`src/rtl/jk_drv_pkg.sv`:
```
// jk_drv_pkg: shared types and helpers for the JK flip-flop sequence driver.
//   drv_state_e  : driver FSM states (SYNC, RUN, HALT)
//   jk_t         : {j, k} drive pair
//   SYNC_J/SYNC_K: drive used while synchronising (forces Q=0)
//   jk_excite_f  : JK excitation table, (cur, nxt, dc) -> {j, k}
package jk_drv_pkg;

  typedef enum logic [1:0] {
    ST_SYNC = 2'd0,
    ST_RUN  = 2'd1,
    ST_HALT = 2'd2
  } drv_state_e;

  typedef struct packed {
    logic j;
    logic k;
  } jk_t;

  localparam logic SYNC_J = 1'b0;
  localparam logic SYNC_K = 1'b1;

  // Inputs the table leaves free take the value dc.
  function automatic jk_t jk_excite_f(input logic cur, input logic nxt, input logic dc);
    jk_t r;
    unique case ({cur, nxt})
      2'b00:   begin r.j = 1'b0; r.k = dc;   end
      2'b01:   begin r.j = 1'b1; r.k = dc;   end
      2'b10:   begin r.j = dc;   r.k = 1'b1; end
      default: begin r.j = dc;   r.k = 1'b0; end
    endcase
    return r;
  endfunction

endpackage

```
`src/rtl/jk_excite.sv`:
```
// jk_excite: combinational JK excitation table.
//   cur : present Q
//   nxt : desired Q after the next clock edge
//   dc  : value for don't-care inputs
//   j,k : flip-flop drive that moves Q from cur to nxt
module jk_excite
  import jk_drv_pkg::*;
(
  input  logic cur,
  input  logic nxt,
  input  logic dc,
  output logic j,
  output logic k
);

  jk_t jk;

  assign jk = jk_excite_f(cur, nxt, dc);
  assign j  = jk.j;
  assign k  = jk.k;

endmodule

```
`src/rtl/jk_seq_driver.sv`:
```
// jk_seq_driver: turns a valid/ready stream of target Q bits into registered
// J/K drive for a JK flip-flop, reads Q back and checks every step.
//   clk, rst_n          : clock (shared with the flip-flop), async active-low reset
//   clr                 : sync clear, back to SYNC with counters zeroed
//   tgt_valid/tgt_bit   : target stream in
//   tgt_ready           : target accepted on valid && ready
//   j, k                : registered flip-flop drive
//   q                   : flip-flop output
//   mismatch            : one-cycle pulse per failed step
//   step_cnt / err_cnt  : checked steps (wrapping) / failed steps (saturating)
//   halted              : stopped after an error (HALT_ON_ERR=1)
module jk_seq_driver
  import jk_drv_pkg::*;
#(
  parameter logic DC_FILL     = 1'b0,
  parameter bit   HALT_ON_ERR = 1'b1,
  parameter int   CNT_W       = 8
) (
  input  logic             clk,
  input  logic             rst_n,
  input  logic             clr,
  input  logic             tgt_valid,
  input  logic             tgt_bit,
  output logic             tgt_ready,
  output logic             j,
  output logic             k,
  input  logic             q,
  output logic             mismatch,
  output logic [CNT_W-1:0] step_cnt,
  output logic [CNT_W-1:0] err_cnt,
  output logic             halted
);

  // Stage 1 holds the expected bit while the flip-flop samples j/k,
  // stage 2 while Q settles; q is compared on the edge after stage 2 loads.
  localparam int CHK_STAGES = 2;

  drv_state_e            state;
  logic                  m;          // Q the flip-flop should hold once j/k land
  logic [CHK_STAGES:1]   vld_pipe;
  logic [CHK_STAGES:1]   exp_pipe;
  logic                  accept;
  logic                  chk;
  logic                  chk_fail;
  logic                  exc_j;
  logic                  exc_k;

  jk_excite u_excite (
    .cur (m),
    .nxt (tgt_bit),
    .dc  (DC_FILL),
    .j   (exc_j),
    .k   (exc_k)
  );

  // clr overrides a simultaneous offer.
  assign accept   = tgt_valid && tgt_ready && !clr;
  assign chk      = vld_pipe[CHK_STAGES];
  assign chk_fail = chk && (q != exp_pipe[CHK_STAGES]);

  always_ff @(posedge clk or negedge rst_n) begin
    if (!rst_n) begin
      state     <= ST_SYNC;
      j         <= SYNC_J;
      k         <= SYNC_K;
      tgt_ready <= 1'b0;
      mismatch  <= 1'b0;
      halted    <= 1'b0;
      step_cnt  <= '0;
      err_cnt   <= '0;
      m         <= 1'b0;
      vld_pipe  <= '0;
      exp_pipe  <= '0;
    end else if (clr) begin
      state     <= ST_SYNC;
      j         <= SYNC_J;
      k         <= SYNC_K;
      tgt_ready <= 1'b0;
      mismatch  <= 1'b0;
      halted    <= 1'b0;
      step_cnt  <= '0;
      err_cnt   <= '0;
      m         <= 1'b0;
      vld_pipe  <= '0;
    end else begin
      vld_pipe <= {vld_pipe[CHK_STAGES-1:1], accept};
      exp_pipe <= {exp_pipe[CHK_STAGES-1:1], tgt_bit};

      // Checks keep running in every state so in-flight steps are counted.
      mismatch <= chk_fail;
      if (chk) step_cnt <= step_cnt + 1'b1;
      if (chk_fail && (err_cnt != '1)) err_cnt <= err_cnt + 1'b1;

      j <= 1'b0;
      k <= 1'b0;

      unique case (state)
        ST_SYNC: begin
          state     <= ST_RUN;
          m         <= 1'b0;
          tgt_ready <= 1'b1;
        end
        ST_RUN: begin
          if (HALT_ON_ERR && mismatch) begin
            // ready already dropped on the mismatch edge
            state     <= ST_HALT;
            halted    <= 1'b1;
            tgt_ready <= 1'b0;
          end else begin
            if (accept) begin
              j <= exc_j;
              k <= exc_k;
              m <= tgt_bit;
            end
            // An accept on the mismatch edge stands; none after it.
            tgt_ready <= !(HALT_ON_ERR && chk_fail);
          end
        end
        ST_HALT: begin
          tgt_ready <= 1'b0;
          halted    <= 1'b1;
        end
        default: begin
          state     <= ST_SYNC;
          j         <= SYNC_J;
          k         <= SYNC_K;
          tgt_ready <= 1'b0;
        end
      endcase
    end
  end

endmodule

```
`config.mk`:
```
export PLATFORM = sky130hd
export DESIGN_NAME = jk_seq_driver
export DESIGN_NICKNAME = d
export VERILOG_FILES = /design/src/rtl/jk_drv_pkg.sv /design/src/rtl/jk_excite.sv /design/src/rtl/jk_seq_driver.sv
export SDC_FILE = /design/constraint.sdc
export NUM_CORES = 1
export LEC_CHECK = 0
export ABC_AREA = 1
export BUFFER_PORTS_ARGS = -buffer_cell sky130_fd_sc_hd__buf_2
export CAP_MARGIN = 20
export CORE_ASPECT_RATIO = 2
export CORE_MARGIN = 5
export CORE_UTILIZATION = 51
export CTS_BUF_LIST = sky130_fd_sc_hd__clkbuf_2 sky130_fd_sc_hd__clkbuf_4 sky130_fd_sc_hd__clkbuf_8
export DETAILED_ROUTE_END_ITERATION = 10
export PLACE_DENSITY = 0.82
export SKIP_CTS_REPAIR_TIMING = 1
export SLEW_MARGIN = 5
export SYNTH_ARGS = -nofsm -noshare
export SYNTH_HDL_FRONTEND = slang
export SYNTH_SLANG_ARGS = --single-unit
```
`constraint.sdc`:
```
create_clock -name clk -period 1.2 [get_ports clk]
set_input_delay 0.06 -clock clk [delete_from_list [all_inputs] [get_ports clk]]
set_output_delay 0.06 -clock clk [all_outputs]
set_load 0.03 [all_outputs]
```
== Word level (Yosys, flattened, before mapping) ==
Cells that the tools add are included.

* Add/subtract/negate cells: 2
* Reductions and logical operators: 15
* Muxes and demuxes: 28
* Equality and inequality tests: 10

{| class="wikitable"
|+ Operator list
! cell !! count
|-
| $mux 8 || 4
|-
| $add 8x1->8 const B || 2
|-
| $mux 1 || 15
|-
| $ne 3x3->1 const B || 3
|-
| $ne 8x8->1 const B || 1
|-
| $pmux 1 s2 || 4
|-
| $mux 2 || 3
|-
| $pmux 2 s3 || 1
|-
| $reduce_bool 3->1 || 2
|-
| $eq 2x1->1 const B || 2
|-
| $eq 2x2->1 const B || 2
|-
| $logic_and 1x1->1 || 4
|-
| $pmux 2 s2 || 1
|-
| $reduce_and 2->1 || 2
|-
| $reduce_bool 2->1 || 2
|-
| $reduce_and 3->1 || 1
|-
| $logic_not 1->1 || 2
|-
| $logic_not 2->1 || 1
|-
| $ne 2x2->1 const B || 1
|-
| $reduce_or 2->1 || 1
|-
| $ne 1x1->1 || 1
|}

* Input port bits: 6
* Register bits: 28
* Output and inout bits: 21
* Logic and storage cells: 66

== Depth between registers and ports, before layout ==
* Depth in word-level cells: 6
* Depth in mapped cells: 9
* Mapped depth without buffers: 9

== Hierarchy ==
Synthesis repeated with hierarchy kept, for this count alone.

* Cell total of the unflattened synthesis: 180
* Area, all modules: 1,412.6 um2

{| class="wikitable"
|+ Modules (own cells, without submodules)
! module !! instances !! cells each !! sequential area each (um2) !! area each (um2)
|-
| jk_seq_driver || 1 || 172 || 701.9 || 1,382.6
|-
| jk_excite || 1 || 8 || 0.0 || 30.0
|}

== Least setup slack after synthesis ==
No wires, ideal clock.

* Path kind: register to register
* From: reg err_cnt[1]
* To: reg err_cnt[3]
* Buffers on the path: 0
* Required time: 1.083 ns
* Setup time: 0.117 ns
* Setup slack: -0.220 ns
* Clock period less this slack: 1.420 ns
* Arrival: 1.302 ns
* Stages on the path, launching flop included: 9
* Cells stage by stage: dfrtp_1 ha_1 nand2_1 nor2_1 nand2_2 nand2_4 nand2_8 nand2_1 nand2_1

* Word-level cells in the longest chain between the ends: 3
* Elaborated cells between the ends (all ways): 6
* Classes of those cells: 1 x add/sub; 1 x eq/ne; 2 x mux; 2 x reduce/logical

{| class="wikitable"
|+ RTL lines
! item !! RTL line !! source
|-
| from (decl) || jk_seq_driver.sv:30 || <nowiki>output logic [CNT_W-1:0] err_cnt,</nowiki>
|-
| from (signal assigned) || jk_seq_driver.sv:92 || <nowiki>if (chk_fail && (err_cnt != '1)) err_cnt <= err_cnt + 1'b1;</nowiki>
|-
| $add 8x1->8 / $ne 8x8->1 (equally long branches) || jk_seq_driver.sv:92 ||
|-
| $mux 8 / $logic_and 1x1->1 (equally long branches) || jk_seq_driver.sv:92 ||
|-
| $mux 8 / $reduce_bool 2->1 (equally long branches) || n/a ||
|}

Several ways; a longest one is shown, not always the timed one. The select of a mux whose other input is x is not followed.
A chain may end at the register's enable or synchronous reset.

== Worst setup path after layout ==
* From: reg err_cnt[1]
* To: reg err_cnt[2]

The elaborated chain is that of the path after synthesis.

==> results.sh <==
export IMPL_run_status="finished with violations"
export IMPL_violations="setup timing"
export IMPL_place_area_um2=1603
export IMPL_grt_pass1_vias=1203
export IMPL_first_iter_violations=41
export IMPL_yosysWarnings=0
export IMPL_end_kind="flip-flop"
export IMPL_seq_power_share_pct=49.2
export IMPL_portBuffers=26
export IMPL_clockBufferDepth=2
export IMPL_p_comb_share_pct=18.1
export IMPL_drt_first_pass_iters=4
export IMPL_p_switching_mw=0.6394
export IMPL_avgSynthCellArea_um2=8.511
export IMPL_hpwl_mm=2.413
export IMPL_drc=0
export IMPL_die_w_um=46.77
export IMPL_viasPerCell=5.491
export IMPL_worstPathRequired_ns=1.37
export IMPL_dieArea_um2=3906
export IMPL_rsz0062_at_grt="true"
export IMPL_syn_inst=162
export IMPL_hp_class="input port to flip-flop"
export IMPL_place_gp_congestion=0.8894
export IMPL_hold_worst_slack_ns=0.05719
export IMPL_cts_max_level=1
export IMPL_cts_made_buffers=3
export IMPL_setup_viol=5
export IMPL_slew_violations=0
export IMPL_synth_cell_type_count=30
export IMPL_crit_fanout=7
export IMPL_core_rowCount=26
export IMPL_drtAntennaViolNets=0
export IMPL_drv_cap=0
export IMPL_diodes=0
export IMPL_syn_num_nets=170
export IMPL_clock_sinks=28
export IMPL_io_pins=27
export IMPL_drive_gt1_share_pct=37.37
export IMPL_design_power_total_mw=2.251
export IMPL_grtUsageTotal_pct=18.38
export IMPL_dr_total_vias=1241
export IMPL_slew_headroom_pct=57.71
export IMPL_die_y_um=83.53
export IMPL_min_period_ns=1.233
export IMPL_synth_top_area_share_pct=49.00
export IMPL_initial_utilization_pct=53.65
export IMPL_grt_max_degree=29
export IMPL_fin_crit_sh_pct=102.8
export IMPL_vdd_drop_max_mv=0.8068
export IMPL_root_buffer="clkbuf_8"
export IMPL_skew_ns=0.007353
export IMPL_core_area_um2=2570
export IMPL_insertion_delay_ns=0.28
export IMPL_synth_area_top_cells="dfrtp_1 49%, nand2_1 9.5%, inv_1 5.2%"
export IMPL_wl_per_cell_um=14.20
export IMPL_fin_area_um2=1760
export IMPL_slowest_stage="dfrtp_2"
export IMPL_fmax_mhz=810.9
export IMPL_cp_cell_sequence="ha_4 -> nand2_4 -> nor2_4 -> nand2_2 -> nand2_4 -> nand2_8 -> inv_8 -> nand2_4 -> nand2_2"
export IMPL_clkSlewWorstSetupHoldPaths_ns=0.09
export IMPL_synth_top_cell_by_area="dfrtp_1"
export IMPL_arrival_ns=1.40
export IMPL_final_nets=207
export IMPL_grt_pass1_wl_mm=5.361
export IMPL_cp_common_cell="nand2_4"
export IMPL_ys_seq_area_share_pct=50.91
export IMPL_p_per_area_nw_per_um2=1279
export IMPL_cp_top_family="simple AND/OR/NAND/NOR gates"
export IMPL_cts_tree="yes"
export IMPL_pwr_share_clk_pct=32.7
export IMPL_internal_power_mw=1.612
export IMPL_synthesis_area_um2=1379
export IMPL_swShare_pct=28.41
export IMPL_hold_viol_final=0
export IMPL_overflow=0
export IMPL_leakage_nw=0.9124
export IMPL_cp_slowest_stage_delay_ns=0.44
export IMPL_path_buf_inv=1
export IMPL_finalWirelength_mm=3.209
export IMPL_timing_final_ws_setup_ns=-0.03321
export IMPL_cp_start_kind="flip-flop"
export IMPL_antenna_found_initial=0
export IMPL_syn_to_final_growth_pct=27.68
export IMPL_tightestPinTransition_ns=0.6344
export IMPL_path_class="flip-flop to flip-flop"
export IMPL_synth_seq_cells=28
## power by group through the flow
stage	sequential [mW]	combinational (mW)	clock, mW
finish	1.11	0.407	0.736
global route	1.12	0.445	0.803
CTS	1.10	0.396	0.751
detailed placement	1.12	0.395	0
global placement	1.11	0.378	0
floorplan	1.19	0.194	0
## cell usage in the layout, fill, tap and decap left out, types with 2 or more instances in the layout
cell / instances
dfrtp_1: 20
nand3_1: 8
nand4_1: 3
o21ai_2: 4
nor2_1: 16
nand2_2: 7
inv_1: 19
o21ai_0: 7
dfrtp_2: 7
buf_4: 8
nor2_2: 2
nand2_1: 28
nor3_1: 4
o21ai_1: 2
buf_2: 26
nand2_4: 4
ha_4: 2
a21oi_1: 9
clkbuf_8: 3
nor2_4: 2
## Yosys cell counts
cell      count
xor2_1        1
nand2_2       3
nand2_8       1
inv_2         1
dfstp_2       1
a31oi_1       1
inv_4         1
nor2_1       18
inv_1        19
nor4_1        1
nor2_2        1
o31ai_1       1
nor3_1        4
o21ai_2       4
nand4_1       3
nor2_4        1
o21bai_1      1
a21oi_1       9
nor3_2        2
nand3_1       9
o21ai_1       1
o21ai_0       8
a21o_1        1
dfrtp_1      27
buf_2         3
clkinv_4      1
o211ai_1      1
nand2_4       1
nand2_1      35
ha_1          2
## worst paths after layout
check / startpoint / to / slack [ns] / depth (start not counted)
worst max-delay path: err_cnt[1]$_DFFE_PN0P_ / err_cnt[2]$_DFFE_PN0P_ / -0.03 / 9
worst min-delay path: tgt_bit / j$_DFF_PN0_ / 0.06 / 3
worst max register to register: err_cnt[1]$_DFFE_PN0P_ / err_cnt[2]$_DFFE_PN0P_ / -0.03 / 9
worst min register to register: vld_pipe[1]$_DFF_PN0_ / vld_pipe[2]$_DFF_PN0_ / 0.49 / 2
max in group asynchronous: rst_n / err_cnt[2]$_DFFE_PN0P_ / 0.42 / 2
min in group asynchronous: rst_n / state[1]$_DFFE_PN0P_ / 0.32 / 2
## state kept, by name, summed over array words and instances (netlist names)
name       flops
k              1
exp_pipe       2
vld_pipe       2
err_cnt        8
tgt_ready      1
j              1
step_cnt       8
halted         1
m              1
mismatch       1
state          2
## per-layer routing
metal / vias up / wire length (um) / part of all wire [%] / global-route usage (%)
li1: 595 / - / - / -
met4: 0 / 109 / 3.4 / 7.809
met2: 47 / 1829 / 57 / 32.09
met1: 588 / 1120 / 35 / 20.25
met3: 11 / 149 / 4.6 / 3.024
met5: - / 0 / 0 / 0
## tightest hold or removal path, delay by kind of cell
family / cells / cell delay [ns]
and+or+nand+nor: 2 / 0.13
buffers and inverters: 1 / 0.11
## stage by stage
| step | util [%] | cells | TNS (ns) | setup WS (ns) |
|---|---|---|---|---|
| 5_1_grt | 68.50 | 226 | -0.6778 | -0.1034 |
| 2_1_floorplan | - | 162 | -0.4390 | -0.08611 |
| 4_1_cts | 65.14 | 223 | -0.3688 | -0.07554 |
| 3_3_place_gp | 62.37 | 219 | 0 | 0.003937 |
| 6_report | 68.50 | 226 | -0.1016 | -0.03321 |
| 3_5_place_dp | 62.37 | 219 | -0.1364 | -0.04235 |
## layout make-up
type,instances,area (um^2)
clock buffer,3,41.29
clock inverter,1,30.03
fill,201,809.5
inverter,22,92.59
multi-input combinational,109,650.6
sequential,28,710.7
tap,28,35.03
timing repair buffer,35,200.2
## cells by family after synthesis
family,count (synthesis),share of synthesized area [%]
compound gates,27,11.71
buf+inv,25,7.622
simple gates,79,27.31
flops,28,50.91
fa+ha+maj,2,1.815
xor+xnor,1,0.6353
Note: power is estimated with default switching activity, not from simulation.
